===== src/rtl/snn_pkg.sv =====
// Shared constants for the spike-encoding front end: FSM encoding, default sizing, LFSR seed.
// Imported by the sequencer, its counters and the bench encoder model.
package snn_pkg;

  typedef enum logic [2:0] {
    ST_IDLE  = 3'd0,
    ST_SEED  = 3'd1,
    ST_RUN   = 3'd2,
    ST_DRAIN = 3'd3,
    ST_DONE  = 3'd4
  } state_t;

  localparam int          DEF_T_STEPS = 64;
  localparam int          DEF_CNT_W   = 8;
  localparam logic [15:0] LFSR_SEED   = 16'hACE1;

endpackage


===== src/rtl/sat_counter.sv =====
// Saturating up-counter: clears on reset or clear and increments on inc.
// Latency: one cycle. Holds at all-ones instead of wrapping.
module sat_counter import snn_pkg::*; #(
  parameter int W = DEF_CNT_W
) (
  input  logic         clk,
  input  logic         reset,
  input  logic         clear,
  input  logic         inc,
  output logic [W-1:0] cnt
);

  always_ff @(posedge clk) begin
    if (reset || clear) begin
      cnt <= '0;
    end else if (inc && (cnt != {W{1'b1}})) begin
      cnt <= cnt + 1'b1;
    end
  end

endmodule


===== src/rtl/spike_present_ctrl.sv =====
// Presents one RGB pixel to the spike encoder for T_STEPS timesteps and forwards spikes.
// Per-channel spike counts are accumulated and handed off over valid/ready.
module spike_present_ctrl import snn_pkg::*; #(
  parameter int T_STEPS = DEF_T_STEPS,
  parameter int CNT_W   = DEF_CNT_W,
  parameter int ENC_LAT = 1
) (
  input  logic             clk,
  input  logic             reset,
  input  logic             pix_valid,
  output logic             pix_ready,
  input  logic [7:0]       pix_r,
  input  logic [7:0]       pix_g,
  input  logic [7:0]       pix_b,
  output logic             enc_reset,
  output logic [7:0]       r_st,
  output logic [7:0]       g_st,
  output logic [7:0]       b_st,
  input  logic             r_sp,
  input  logic             g_sp,
  input  logic             b_sp,
  output logic             spk_valid,
  output logic             spk_r,
  output logic             spk_g,
  output logic             spk_b,
  output logic [15:0]      step_idx,
  output logic             busy,
  output logic             done_valid,
  input  logic             done_ready,
  output logic [CNT_W-1:0] r_cnt,
  output logic [CNT_W-1:0] g_cnt,
  output logic [CNT_W-1:0] b_cnt
);

  state_t             state, state_nxt;
  logic [15:0]        cnt, cnt_nxt;
  logic [ENC_LAT-1:0] vld_sr;
  logic [15:0]        step_pipe [ENC_LAT];
  logic               accept;
  logic               handoff;
  logic               cap;

  assign pix_ready  = (state == ST_IDLE);
  assign enc_reset  = (state == ST_SEED);
  assign busy       = (state != ST_IDLE);
  assign done_valid = (state == ST_DONE);
  assign accept     = pix_valid && pix_ready;
  assign handoff    = done_valid && done_ready;

  // The oldest shift-register bit marks the cycle whose encoder spikes are valid.
  assign cap       = vld_sr[ENC_LAT-1];
  assign spk_valid = cap;
  assign spk_r     = cap && r_sp;
  assign spk_g     = cap && g_sp;
  assign spk_b     = cap && b_sp;
  assign step_idx  = step_pipe[ENC_LAT-1];

  always_comb begin
    state_nxt = state;
    cnt_nxt   = cnt;
    case (state)
      ST_IDLE: begin
        cnt_nxt = '0;
        if (accept) state_nxt = ST_SEED;
      end
      ST_SEED: begin
        cnt_nxt   = '0;
        state_nxt = ST_RUN;
      end
      ST_RUN: begin
        if (cnt == 16'(T_STEPS - 1)) begin
          cnt_nxt   = '0;
          state_nxt = ST_DRAIN;
        end else begin
          cnt_nxt = cnt + 16'd1;
        end
      end
      // The same counter times the drain so in-flight encoder results are not lost.
      ST_DRAIN: begin
        if (cnt == 16'(ENC_LAT - 1)) begin
          cnt_nxt   = '0;
          state_nxt = ST_DONE;
        end else begin
          cnt_nxt = cnt + 16'd1;
        end
      end
      ST_DONE: begin
        if (done_ready) state_nxt = ST_IDLE;
      end
      default: begin
        cnt_nxt   = '0;
        state_nxt = ST_IDLE;
      end
    endcase
  end

  always_ff @(posedge clk) begin
    if (reset) begin
      state  <= ST_IDLE;
      cnt    <= '0;
      vld_sr <= '0;
      r_st   <= '0;
      g_st   <= '0;
      b_st   <= '0;
      for (int i = 0; i < ENC_LAT; i++) step_pipe[i] <= '0;
    end else begin
      state        <= state_nxt;
      cnt          <= cnt_nxt;
      vld_sr[0]    <= (state == ST_RUN);
      step_pipe[0] <= cnt;
      for (int i = 1; i < ENC_LAT; i++) begin
        vld_sr[i]    <= vld_sr[i-1];
        step_pipe[i] <= step_pipe[i-1];
      end
      if (accept) begin
        r_st <= pix_r;
        g_st <= pix_g;
        b_st <= pix_b;
      end else if (handoff) begin
        r_st <= '0;
        g_st <= '0;
        b_st <= '0;
      end
    end
  end

  sat_counter #(.W(CNT_W)) u_cnt_r (
    .clk(clk), .reset(reset), .clear(accept), .inc(cap && r_sp), .cnt(r_cnt)
  );

  sat_counter #(.W(CNT_W)) u_cnt_g (
    .clk(clk), .reset(reset), .clear(accept), .inc(cap && g_sp), .cnt(g_cnt)
  );

  sat_counter #(.W(CNT_W)) u_cnt_b (
    .clk(clk), .reset(reset), .clear(accept), .inc(cap && b_sp), .cnt(b_cnt)
  );

endmodule

===== config.mk =====
export PLATFORM = sky130hd
export DESIGN_NAME = spike_present_ctrl
export DESIGN_NICKNAME = d
export VERILOG_FILES = /design/src/rtl/snn_pkg.sv /design/src/rtl/sat_counter.sv /design/src/rtl/spike_present_ctrl.sv
export SDC_FILE = /design/constraint.sdc
export NUM_CORES = 1
export LEC_CHECK = 0
export ABC_AREA = 1
export ABC_CLOCK_PERIOD_IN_PS = 1670
export CORE_ASPECT_RATIO = 1.75
export CORE_MARGIN = 4
export CORE_UTILIZATION = 31
export CTS_CLUSTER_DIAMETER = 120
export CTS_CLUSTER_SIZE = 24
export DETAILED_ROUTE_END_ITERATION = 7
export PLACE_DENSITY_LB_ADDON = 0.1
export SYNTH_ARGS = -nofsm -noshare
export SYNTH_HDL_FRONTEND = slang
export SYNTH_SLANG_ARGS = --single-unit

===== constraint.sdc =====
create_clock -name clk -period 1.67 [get_ports clk]
set_input_delay 0.2505 -clock clk [delete_from_list [all_inputs] [get_ports clk]]
set_output_delay 0.2505 -clock clk [all_outputs]
set_load 0.005 [all_outputs]

Word-level counts from Yosys, hierarchy flattened:

Memories as Yosys holds them, arrays and structs flattened.
Index checks and enable logic that the tools add are counted.

* register bits after elaboration: 68
* memory bits (writable): 16
* input bits: 31
* output and inout port bits: 72
* word-level logic and storage cells: 58
* memories: 1

Memories
* step_pipe: depth 1, bits a word 16, rd ports 1, clocked after Yosys merged registers in 0, write ports 1, line spike_present_ctrl.sv:38 `logic [15:0] step_pipe [ENC_LAT];`

* add/subtract/negate cells: 4
* eq/ne operators: 12
* muxes and demuxes: 17
* reduce and logical (&&, ||, !) cells: 15

Operators by type and width (number)
* 16-bit 2-to-1 mux: 3
* 16-bit one-hot mux with 3 select lines: 1
* 8-bit 2-to-1 mux: 4
* 8-bit by 1-bit adder with 8-bit output (second input constant): 3
* 8-bit inequality test (second input constant): 3
* 16-bit by 1-bit adder with 16-bit output (second input constant): 1
* 16-bit by 6-bit equality test with 1-bit output (second input constant): 1
* 16-bit logical NOT: 1
* 16-bit OR reduction: 1
* 3-bit one-hot mux with 5 select lines: 1
* 3-bit 2-to-1 mux: 4
* 1-bit logical AND: 8
* 3-bit by 2-bit equality test with 1-bit output (second input constant): 2
* 1-bit 2-to-1 mux: 4
* 2-bit by 1-bit inequality test with 1-bit output (second input constant): 2
* 2-bit inequality test (second input constant): 2
* 4-bit AND reduction: 1
* 3-bit by 1-bit equality test with 1-bit output (second input constant): 1
* 3-bit equality test (second input constant): 1
* 3-bit logical NOT: 1
* 3-bit nonzero test: 1
* 2-bit nonzero test: 1
* 1-bit logical OR: 1

Longest topological paths before layout:

Gate-level depths: netlist of run 1.

* word-level depth: 4
* depth in mapped cells: 11
* depth with buffers taken out: 11

Cells and area by module:

Synthesis of run 1 repeated with hierarchy kept, for this count alone.

* cell total of the unflattened synthesis: 539
* area total of the unflattened synthesis: 3910.0 µm²

By module, submodules not included
* spike_present_ctrl: instances 1, cells an instance 338, area each 2566.2 µm², seq. area each 1201.2 µm²
* sat_counter: instances 3, cells an instance 67, area each 447.9 µm², seq. area each 160.2 µm²

Worst setup path after synthesis of run 1:

OpenSTA, ideal clock, no wires.

* path type: register -> register
* from: reg u_cnt_g.cnt[1]
* to: reg u_cnt_g.cnt[6]
* setup time: 0.122 ns
* data arrival time: 1.243 ns
* data required time: 1.548 ns
* slack: 0.305 ns
* stages on the path, launching flop included: 9
* buffers on the path: 0
* period minus slack after synthesis: 1.365 ns
* cell sequence: dfxtp_1 > ha_1 > nand2_1 > inv_1 > nand3_1 > nand2_1 > inv_1 > a21oi_1 > a21oi_1

* word-level cells in the longest chain between the ends: 2
* elaborated cells on any way between the ends: 3
* classes of those cells: 1 x add/sub; 1 x eq/ne; 1 x reduce/logical

Ends and longest elaborated chain
* start: declaration: line sat_counter.sv:10 `output logic [W-1:0] cnt`
* start signal: assignment: line sat_counter.sv:17 `cnt <= cnt + 1'b1;`
* parallel branches: the longest is 2 deep, another holds 8-bit by 1-bit adder with 8-bit output

Several ways; the timed one is not identified.
A chain may end at the register's enable or synchronous reset.

Worst setup path after layout of run 1:

* from: reg state[0]
* to: out pix_ready

* word-level cells in the longest chain between the ends: 1

Ends and longest elaborated chain
* start: declaration: line spike_present_ctrl.sv:35 `state_t state, state_nxt;`
* start signal: assignment: line spike_present_ctrl.sv:107 `state <= state_nxt;`
* 3-bit logical NOT: line spike_present_ctrl.sv:43 `assign pix_ready = (state == ST_IDLE);`
* end: declaration: line spike_present_ctrl.sv:11 `output logic pix_ready,`

Every way passes these cells.

==> flow_summary.html, run 1 <==
<table>
<tr><th>Metric</th><th>Value</th></tr>
<tr><th colspan="2">Outcome</th></tr>
<tr><td>Result of the run</td><td>complete, no violations</td></tr>
<tr><th colspan="2">Run</th></tr>
<tr><td>Max-capacitance violation count</td><td>0</td></tr>
<tr><th colspan="2">Clock network</th></tr>
<tr><td>CTS root buffer</td><td>sky130_fd_sc_hd__clkbuf_16</td></tr>
<tr><td>Inserted Clock Buffers</td><td>9</td></tr>
<tr><td>H-tree Lvls</td><td>3</td></tr>
<tr><td>Num Clock Sinks</td><td>84</td></tr>
<tr><td>Clock insertion delay at the later pin of the skew report</td><td>roughly 0.34 ns</td></tr>
<tr><td>Max Root-Sink Buffers</td><td>2</td></tr>
<tr><td>Clock Pin Slew Worst Setup and Hold Paths</td><td>around 0.06 ns</td></tr>
<tr><td>Clock tree from TritonCTS</td><td>yes</td></tr>
<tr><th colspan="2">Place</th></tr>
<tr><td>Routability congestion estimate from global placement</td><td>between 0.8 and 0.9</td></tr>
<tr><td>Setup Slack @ Placement</td><td>roughly 0.074 ns</td></tr>
<tr><td>Placed Instance Area</td><td>between 0.005 and 0.006 mm^2</td></tr>
<tr><td>HPWL Detailed</td><td>~8.4 mm</td></tr>
<tr><td>IO buf count</td><td>between 100 and 150</td></tr>
<tr><th colspan="2">Detailed routing</th></tr>
<tr><td>WL/cell</td><td>~13 um</td></tr>
<tr><td>Wire length after detailed routing</td><td>about 11 mm</td></tr>
<tr><td>DRC Markers</td><td>0</td></tr>
<tr><td>Drt first-iter violations</td><td>70</td></tr>
<tr><td>Pre-Repair DR Iteration Count</td><td>6</td></tr>
<tr><td>Number of routed nets with antenna violations</td><td>0</td></tr>
<tr><td>Number of vias after detailed routing</td><td>roughly 3.8k</td></tr>
<tr><td>Detailed-route vias per instance</td><td>4.54</td></tr>
<tr><th colspan="2">Final layout</th></tr>
<tr><td>Number of antenna cells inserted</td><td>0</td></tr>
<tr><td>Fraction of final layout cells sized beyond drive strength 1</td><td>0.127</td></tr>
<tr><td>Net total in the final layout</td><td>695</td></tr>
<tr><td>Summed area of non-filler cells in the final layout</td><td>roughly 0.0055 mm^2</td></tr>
<tr><td>Multi-input combinational cell area</td><td>~0.0019 mm^2</td></tr>
<tr><td>Leading cell type in the layout, fill and taps excluded</td><td>sky130_fd_sc_hd__nand2_1</td></tr>
<tr><td>Commonest non-fill, non-tap cells in the layout</td><td>sky130_fd_sc_hd__nand2_1 (138), sky130_fd_sc_hd__clkdlybuf4s50_1 (97), sky130_fd_sc_hd__dfxtp_1 (81)</td></tr>
<tr><td>Number of filler instances in the final layout</td><td>between 1k and 1.5k</td></tr>
<tr><td>Layout-stage area growth over the synthesis result</td><td>43.9%</td></tr>
<tr><td>Share of the core filled with cells in the final layout</td><td>0.457</td></tr>
<tr><td>Register cell area after layout</td><td>between 0.0015 and 0.002 mm^2</td></tr>
<tr><th colspan="2">Setup path</th></tr>
<tr><td>Longest individual stage delay on the worst path</td><td>0.33 ns</td></tr>
<tr><td>Buffers &amp; Inverters on Critical Path</td><td>3</td></tr>
<tr><td>Type of the worst setup path</td><td>flip-flop to primary output</td></tr>
<tr><td>Top Family by Delay on Critical Path</td><td>buffers and inverters</td></tr>
<tr><td>Maximum fanout along the worst path</td><td>3</td></tr>
<tr><td>Cells traversed along the worst timing path</td><td>inv_2 -&gt; nand2_2 -&gt; nor2_4 -&gt; buf_4 -&gt; dlygate4sd2_1</td></tr>
<tr><td>Critical Path RT</td><td>around 1.4 ns</td></tr>
<tr><td>Critical path startpoint category</td><td>flip-flop</td></tr>
<tr><td>Slowest stage cell, crit path</td><td>sky130_fd_sc_hd__dfxtp_1</td></tr>
<tr><td>Arr. time, crit path</td><td>about 1.3 ns</td></tr>
<tr><td>Crit end category</td><td>primary output</td></tr>
<tr><th colspan="2">Yosys</th></tr>
<tr><td>Synth Area in Compound Gates</td><td>0.118</td></tr>
<tr><td>Adder-cell area share of the yosys netlist</td><td>0.0164</td></tr>
<tr><td>Avg Inst Size Synth</td><td>between 7 and 8 um^2</td></tr>
<tr><td>Nets in the synthesized netlist</td><td>570</td></tr>
<tr><td>Multiplexer fraction of the synthesized cell area</td><td>0</td></tr>
<tr><td>Synthesized instance count</td><td>roughly 530</td></tr>
<tr><td>Area share of and/or/nand/nor cells after synthesis</td><td>0.314</td></tr>
<tr><td>Xor and xnor fraction of the mapped netlist area</td><td>0.0298</td></tr>
<tr><td>Post-Synthesis Cell Area</td><td>0.00381 mm^2</td></tr>
<tr><td>Post-synthesis register bit count</td><td>84</td></tr>
<tr><td>Largest family of logic cells by synthesized area</td><td>simple AND/OR/NAND/NOR gates</td></tr>
<tr><td>Sequential-to-total area share from yosys stat</td><td>0.441</td></tr>
<tr><td>YS warnings</td><td>0</td></tr>
<tr><td>Number of library cell types mapped by synthesis</td><td>32</td></tr>
<tr><th colspan="2">Floorplanning</th></tr>
<tr><td>Placeable core region</td><td>0.0120 mm^2</td></tr>
<tr><td>Die Ht</td><td>about 150 um</td></tr>
<tr><td>Horizontal die dimension</td><td>roughly 92 um</td></tr>
<tr><td>Row Count</td><td>53</td></tr>
<tr><td>Die Area</td><td>approximately 0.014 mm^2</td></tr>
<tr><td>Count of pins on the block boundary</td><td>103</td></tr>
<tr><td>Starting Density</td><td>0.318</td></tr>
<tr><th colspan="2">Timing</th></tr>
<tr><td>Hold Worst Slack</td><td>between 0.3 and 0.4 ns</td></tr>
<tr><td>Post-route minimum period</td><td>around 1.6 ns</td></tr>
<tr><td>Worst max-slew margin expressed relative to the limit</td><td>0.733</td></tr>
<tr><td>Slew Limit Fails</td><td>0</td></tr>
<tr><td>Slew at the pin with the worst max-slew slack</td><td>approximately 0.4 ns</td></tr>
<tr><td>Maximum operating frequency</td><td>between 600 and 700 MHz</td></tr>
<tr><td>Final setup violating endpoints</td><td>0</td></tr>
<tr><td>Period Utilization, post-route</td><td>0.947</td></tr>
<tr><td>Final clock skew</td><td>between 0.007 and 0.008 ns</td></tr>
<tr><td>Crit path setup slack, layout</td><td>between 0.08 and 0.09 ns</td></tr>
<tr><td>Final Hold Vio Count</td><td>0</td></tr>
<tr><th colspan="2">GRT</th></tr>
<tr><td>Maximum number of pins on one net before global-route repair</td><td>26</td></tr>
<tr><td>Number of antenna violations at the first check in global routing</td><td>0</td></tr>
<tr><td>Wire length of the first global-routing pass</td><td>~18 mm</td></tr>
<tr><td>Total gr overflow</td><td>0</td></tr>
<tr><td>Vias in the first global route</td><td>3686</td></tr>
<tr><td>GRT Overall Usage</td><td>0.156</td></tr>
<tr><th colspan="2">Power and ir drop</th></tr>
<tr><td>Final Power</td><td>6.12 mW</td></tr>
<tr><td>Reported leakage power</td><td>approximately 2.2 nW</td></tr>
<tr><td>Worst ir drop on vdd</td><td>486 uV</td></tr>
<tr><td>Pwr Density</td><td>between 1000 and 1500 mW/mm^2</td></tr>
<tr><th colspan="2">Hold path</th></tr>
<tr><td>Worst hold path class</td><td>primary input to flip-flop</td></tr>
</table>
[stage by stage]
stage / TNS (ns) / instances
3_3_place_gp: 0 / 805
6_report: 0 / 829
2_1_floorplan: 0 / 534
3_5_place_dp: 0 / 805
4_1_cts: 0 / 825
5_1_grt: -0.0150 / 829
[flip-flops by register name (all words and copies together), names as in the netlist]
name and count:
cnt 16, u_cnt_g.cnt 8, g_st 8, r_st 8, step_pipe 16, b_st 8
spk_valid 1, u_cnt_b.cnt 8, state 3, u_cnt_r.cnt 8
[routing by layer]
layer	vias to the layer above	track usage	part of all wire
met5	-	0	0
met4	0	0.0695	0.025
met3	19	0.0311	0.037
met2	78	0.298	0.55
met1	1725	0.160	0.39
li1	1943	-	-
[final timing paths]
path              startpoint          endpoint  slack, ns  depth (start not counted)
hold / removal         reset  step_pipe[0][11]       0.39                          3
setup reg to reg      cnt[1]            cnt[9]       0.11                         10
setup / recovery    state[0]         pix_ready       0.09                          5
hold reg to reg      r_st[6]           r_st[6]       0.46                          2
[Yosys cell counts, drive strengths merged]
master,count,area (um^2)
nand3,44,225
o21ai,25,163
o21bai,1,18.8
dfxtp,84,1680
nor2,71,287
nand2,147,589
ha,5,62.6
xor2,12,105
nand4,5,31.3
clkbuf,6,22.5
xnor2,1,8.76
o22ai,1,6.26
o21a,1,7.51
a21oi,49,249
buf,8,51.3
inv,62,233
o211ai,1,7.51
nor4,1,6.26
nor3,8,45.0
nor3b,2,15.0
[report_power, final]
part	switching [mW]	internal, mW
Sequential	0.109	2.17
Clock	0.792	1.24
Combinational	0.981	0.824
Total	1.88	4.23
[worst reg2reg max path: cells and delay by family (launching register included)]
family | cells | cell delay, ns
buffers and inverters | 1 | 0.09
AOI/OAI and AO/OA | 1 | 0.06
adders and majority gates | 1 | 0.22
DFF | 1 | 0.34
and+or+nand+nor | 7 | 0.72
[area by class of cell]
cell class,count,share of cell area
Clock inverter,4,0.00866
Multi-Input combinational cell,374,0.338
Inverter,62,0.0428
Timing Repair Buffer,128,0.220
Clock buffer,12,0.0467
Sequential cell,84,0.307
Tap cell,165,0.0376
[timing repair]
action,CTS,global route
hold buffers,0,0
pin swaps,2,4
endpoints found under the setup margin,5,43
gates resized for setup,11,8
setup buffers,4,4
[cell families after synthesis]
group | after synthesis
and+or+nand+nor | 278
DFF | 84
AOI/OAI and AO/OA | 78
buffers and inverters | 76
xor gates and xnor gates | 13
adders and majority gates | 5
(Power assumes the default switching activity.)
==> run 2: changes to the inputs <==
Settings changed: ABC_CLOCK_PERIOD_IN_PS 1670 to 1600, CORE_MARGIN 4 to unset.
Clock period 1.67 ns to 1.6 ns, I/O delays scaled along.
==> run 2 against run 1 <==
Compared with the run above: worst setup slack lost 0.039 ns; clock power grew 2%; worst hold slack gained 0.012 ns; final cell count grew 0.36%; register-to-register slack lost 0.02 ns; critical path type is now primary input to primary output.
==> flow_summary.html, run 2 (synthesis gave the netlist of run 1 again) <==
<table>
<tr><th>Metric</th><th>Value</th></tr>
<tr><th colspan="2">Power and ir drop</th></tr>
<tr><td>Pwr Density</td><td>1130 mW/mm^2 (was 1110 mW/mm^2)</td></tr>
<tr><td>Final Power</td><td>6.27 mW (was 6.12 mW)</td></tr>
<tr><td>Worst ir drop on vdd</td><td>471 uV (was 486 uV)</td></tr>
<tr><td>Reported leakage power</td><td>2.25 nW (was 2.18 nW)</td></tr>
<tr><th colspan="2">Clock network</th></tr>
<tr><td>CTS root buffer</td><td>sky130_fd_sc_hd__clkbuf_16 (unchanged)</td></tr>
<tr><td>Inserted Clock Buffers</td><td>9 (unchanged)</td></tr>
<tr><td>Max Root-Sink Buffers</td><td>2 (unchanged)</td></tr>
<tr><td>Clock Pin Slew Worst Setup and Hold Paths</td><td>0.06 ns (about the same)</td></tr>
<tr><td>Quantity of hold-fixing buffers added after cts</td><td>0 (unchanged)</td></tr>
<tr><td>H-tree Lvls</td><td>3 (unchanged)</td></tr>
<tr><td>Clock tree from TritonCTS</td><td>yes (unchanged)</td></tr>
<tr><td>Clock insertion delay at the later pin of the skew report</td><td>0.33 ns (was 0.34 ns)</td></tr>
<tr><td>Num Clock Sinks</td><td>84 (unchanged)</td></tr>
<tr><th colspan="2">Setup path</th></tr>
<tr><td>Top Family by Delay on Critical Path</td><td>buffers and inverters (unchanged)</td></tr>
<tr><td>Arr. time, crit path</td><td>1.31 ns (was 1.33 ns)</td></tr>
<tr><td>R2r startpoint</td><td>cnt[1] (unchanged)</td></tr>
<tr><td>Cells traversed along the worst timing path</td><td>clkdlybuf4s50_1 -&gt; nand2_2 -&gt; inv_1 -&gt; clkdlybuf4s50_1 (was inv_2 -&gt; nand2_2 -&gt; nor2_4 -&gt; buf_4 -&gt; dlygate4sd2_1)</td></tr>
<tr><td>Cell count of the worst reg-to-reg path</td><td>9 (was 10)</td></tr>
<tr><td>Crit end category</td><td>primary output (unchanged)</td></tr>
<tr><td>Maximum fanout along the worst path</td><td>2 (was 3)</td></tr>
<tr><td>Critical path startpoint category</td><td>primary input (was flip-flop)</td></tr>
<tr><td>FF-to-FF setup slack</td><td>0.09 ns (was 0.11 ns)</td></tr>
<tr><td>Most Frequent Cell on Critical Path</td><td>sky130_fd_sc_hd__clkdlybuf4s50_1</td></tr>
<tr><td>Type of the worst setup path</td><td>primary input to primary output (was flip-flop to primary output)</td></tr>
<tr><td>Endpoint of the worst register-to-register path</td><td>cnt[14] (was cnt[9])</td></tr>
<tr><td>Critical Path RT</td><td>1.36 ns (was 1.42 ns)</td></tr>
<tr><td>Slowest stage cell, crit path</td><td>sky130_fd_sc_hd__clkdlybuf4s50_1 (was sky130_fd_sc_hd__dfxtp_1)</td></tr>
<tr><td>Longest individual stage delay on the worst path</td><td>0.48 ns (was 0.33 ns)</td></tr>
<tr><td>Buffers &amp; Inverters on Critical Path</td><td>3 (unchanged)</td></tr>
<tr><th colspan="2">Detailed routing</th></tr>
<tr><td>Drt first-iter violations</td><td>104 (was 70)</td></tr>
<tr><td>WL/cell</td><td>13.1 um (was 13.3 um)</td></tr>
<tr><td>Number of routed nets with antenna violations</td><td>0 (unchanged)</td></tr>
<tr><td>DRC Markers</td><td>0 (unchanged)</td></tr>
<tr><td>Number of vias after detailed routing</td><td>3803 (was 3765)</td></tr>
<tr><td>Detailed-route vias per instance</td><td>4.57 (was 4.54)</td></tr>
<tr><td>Pre-Repair DR Iteration Count</td><td>4 (was 6)</td></tr>
<tr><td>Wire length after detailed routing</td><td>10.9 mm (was 11.1 mm)</td></tr>
<tr><th colspan="2">GRT</th></tr>
<tr><td>Met3 usage</td><td>0.0465 (was 0.0311)</td></tr>
<tr><td>Vias in the first global route</td><td>3725 (was 3686)</td></tr>
<tr><td>Wire length of the first global-routing pass</td><td>17.5 mm (was 17.6 mm)</td></tr>
<tr><td>GRT Overall Usage</td><td>0.178 (was 0.156)</td></tr>
<tr><td>Total gr overflow</td><td>0 (unchanged)</td></tr>
<tr><td>Maximum number of pins on one net before global-route repair</td><td>28 (was 26)</td></tr>
<tr><td>Top Usage Layer GRT</td><td>met2 (unchanged)</td></tr>
<tr><td>Number of antenna violations at the first check in global routing</td><td>0 (unchanged)</td></tr>
<tr><td>Global routing met2 resource utilization</td><td>0.320 (was 0.298)</td></tr>
<tr><td>Met1 routing resource usage after global routing</td><td>0.184 (was 0.160)</td></tr>
<tr><th colspan="2">Timing</th></tr>
<tr><td>Post-route minimum period</td><td>1.55 ns</td></tr>
<tr><td>Crit path setup slack, layout</td><td>0.0501 ns (was 0.0892 ns)</td></tr>
<tr><td>Worst max-slew margin expressed relative to the limit</td><td>0.726 (was 0.733)</td></tr>
<tr><td>Final setup TNS</td><td>0 ns (unchanged)</td></tr>
<tr><td>Final clock skew</td><td>0.00534 ns (was 0.00735 ns)</td></tr>
<tr><td>Maximum operating frequency</td><td>roughly 650 MHz</td></tr>
<tr><td>Period Utilization, post-route</td><td>0.969</td></tr>
<tr><td>Slew at the pin with the worst max-slew slack</td><td>0.410 ns (was 0.400 ns)</td></tr>
<tr><td>Final setup violating endpoints</td><td>0 (unchanged)</td></tr>
<tr><td>Final Hold Vio Count</td><td>0 (unchanged)</td></tr>
<tr><td>Slew Limit Fails</td><td>0 (unchanged)</td></tr>
<tr><th colspan="2">Outcome</th></tr>
<tr><td>Result of the run</td><td>complete, no violations (unchanged)</td></tr>
<tr><th colspan="2">Final layout</th></tr>
<tr><td>Leading cell type in the layout, fill and taps excluded</td><td>sky130_fd_sc_hd__nand2_1 (unchanged)</td></tr>
<tr><td>Fraction of final layout cells sized beyond drive strength 1</td><td>0.136 (was 0.127)</td></tr>
<tr><td>Net total in the final layout</td><td>698 (was 695)</td></tr>
<tr><td>Largest regs</td><td>cnt: 16 flops, step_pipe: 16 flops (unchanged)</td></tr>
<tr><td>Number of antenna cells inserted</td><td>0 (unchanged)</td></tr>
<tr><td>Layout-stage area growth over the synthesis result</td><td>45.0% (was 43.9%)</td></tr>
<tr><td>Commonest non-fill, non-tap cells in the layout</td><td>sky130_fd_sc_hd__nand2_1 (137), sky130_fd_sc_hd__clkdlybuf4s50_1 (94), sky130_fd_sc_hd__dfxtp_1 (78) (was sky130_fd_sc_hd__nand2_1 (138), sky130_fd_sc_hd__clkdlybuf4s50_1 (97), sky130_fd_sc_hd__dfxtp_1 (81))</td></tr>
<tr><th colspan="2">Hold path</th></tr>
<tr><td>Startpoint of the worst hold path</td><td>reset (unchanged)</td></tr>
<tr><td>Worst hold path class</td><td>primary input to flip-flop (unchanged)</td></tr>
<tr><td>Worst hold endpoint</td><td>step_pipe[0][11] (unchanged)</td></tr>
<tr><td>Worst Hold Path Cells</td><td>3 (unchanged)</td></tr>
<tr><th colspan="2">Floorplanning</th></tr>
<tr><td>Placeable core region</td><td>0.0120 mm^2 (unchanged)</td></tr>
<tr><td>Horizontal die dimension</td><td>85.9 um (was 91.9 um)</td></tr>
<tr><td>Starting Density</td><td>0.318 (unchanged)</td></tr>
<tr><td>Die Ht</td><td>149 um (was 155 um)</td></tr>
<tr><td>Row Count</td><td>53 (unchanged)</td></tr>
<tr><td>Die Area</td><td>0.0128 mm^2 (was 0.0142 mm^2)</td></tr>
<tr><td>Count of pins on the block boundary</td><td>103 (unchanged)</td></tr>
<tr><th colspan="2">Place</th></tr>
<tr><td>HPWL Detailed</td><td>8.19 mm (was 8.43 mm)</td></tr>
<tr><td>IO buf count</td><td>102 (unchanged)</td></tr>
<tr><td>Routability congestion estimate from global placement</td><td>0.900 (was 0.840)</td></tr>
<tr><td>Setup Slack @ Placement</td><td>-0.00585 ns (was 0.0735 ns)</td></tr>
<tr><th colspan="2">Run</th></tr>
<tr><td>Max-capacitance violation count</td><td>0 (unchanged)</td></tr>
</table>
## run 2: cell count changes in the layout (fill, tap and decap cells not counted), moves of 2 or more
cell / change
sky130_fd_sc_hd__buf_4: +3
sky130_fd_sc_hd__clkdlybuf4s50_1: -3
sky130_fd_sc_hd__dfxtp_1: -3
sky130_fd_sc_hd__dfxtp_4: +2
sky130_fd_sc_hd__dlymetal6s2s_1: +3
## run 2: where the power goes
group	total, mW	internal [mW]	switching (mW)
combinational	1.80	0.801	0.994
sequential	2.40	2.28	0.123
clock	2.07	1.25	0.820
total	6.27	4.33	1.94
## run 2: cell type report
class	instances	area [um^2]
well taps	165	206
flip-flops and latches	84	1690
fillers	1239	6470
clock buffers	12	246
repair buffers	131	1240
multi-input cells	374	1860
clock inverters	4	48.8
inverters	62	238
## run 2: worst max path at each step
stage                      to  slack (ns)      startpoint  cells after the start
2_1_floorplan  u_cnt_g.cnt[6]        0.24  u_cnt_g.cnt[1]                      8
3_3_place_gp   u_cnt_g.cnt[0]        0.02            g_sp                      8
5_1_grt                cnt[5]       -0.02          cnt[1]                     10
3_5_place_dp   u_cnt_g.cnt[0]      -0.006            g_sp                      8
4_1_cts              b_cnt[5]       0.004  u_cnt_b.cnt[5]                      1
6_report                spk_r        0.05            r_sp                      4
## run 2: repair_timing
action	4_1_cts	5_1_grt
pin swaps	2	3
setup buffers	3	3
resized for setup	14	15
setup endpoints to repair	7	39
## run 2: layer usage
| metal | vias to the layer above | part of all wire |
|---|---|---|
| li1 | 1958 | - |
| met1 | 1721 | 0.40 |
| met2 | 98 | 0.52 |
| met3 | 26 | 0.037 |
| met4 | 0 | 0.042 |
| met5 | - | 0 |
## run 2: stage by stage
step                      hold slack, ns  instance area [um^2]   util  std cells
after CTS                          0.376                  5470  0.455        829
after global routing               0.416                  5530  0.461        832
after global placement             0.449                  5140  0.428        810
after detailed placement           0.452                  5140  0.428        810
after floorplan                    0.323                  3810      -        534
final                              0.405                  5530  0.461        832
## run 2: worst register-to-register path, cell delays in order, from the launching register on
cell	delay (ns)
sky130_fd_sc_hd__dfxtp_1	0.36
sky130_fd_sc_hd__ha_2	0.21
sky130_fd_sc_hd__nand2_2	0.08
sky130_fd_sc_hd__nor2_4	0.16
sky130_fd_sc_hd__nand2_1	0.09
sky130_fd_sc_hd__nor2_1	0.22
sky130_fd_sc_hd__nand2_1	0.08
sky130_fd_sc_hd__nand2_1	0.06
sky130_fd_sc_hd__nand4_1	0.10
sky130_fd_sc_hd__nand2_1	0.08
==> run 3: changes to the inputs <==
Settings changed: ABC_CLOCK_PERIOD_IN_PS 1600 to unset.
==> results of run 3 <==
The final DEF is identical to that of run 2; final timing and power are the same.
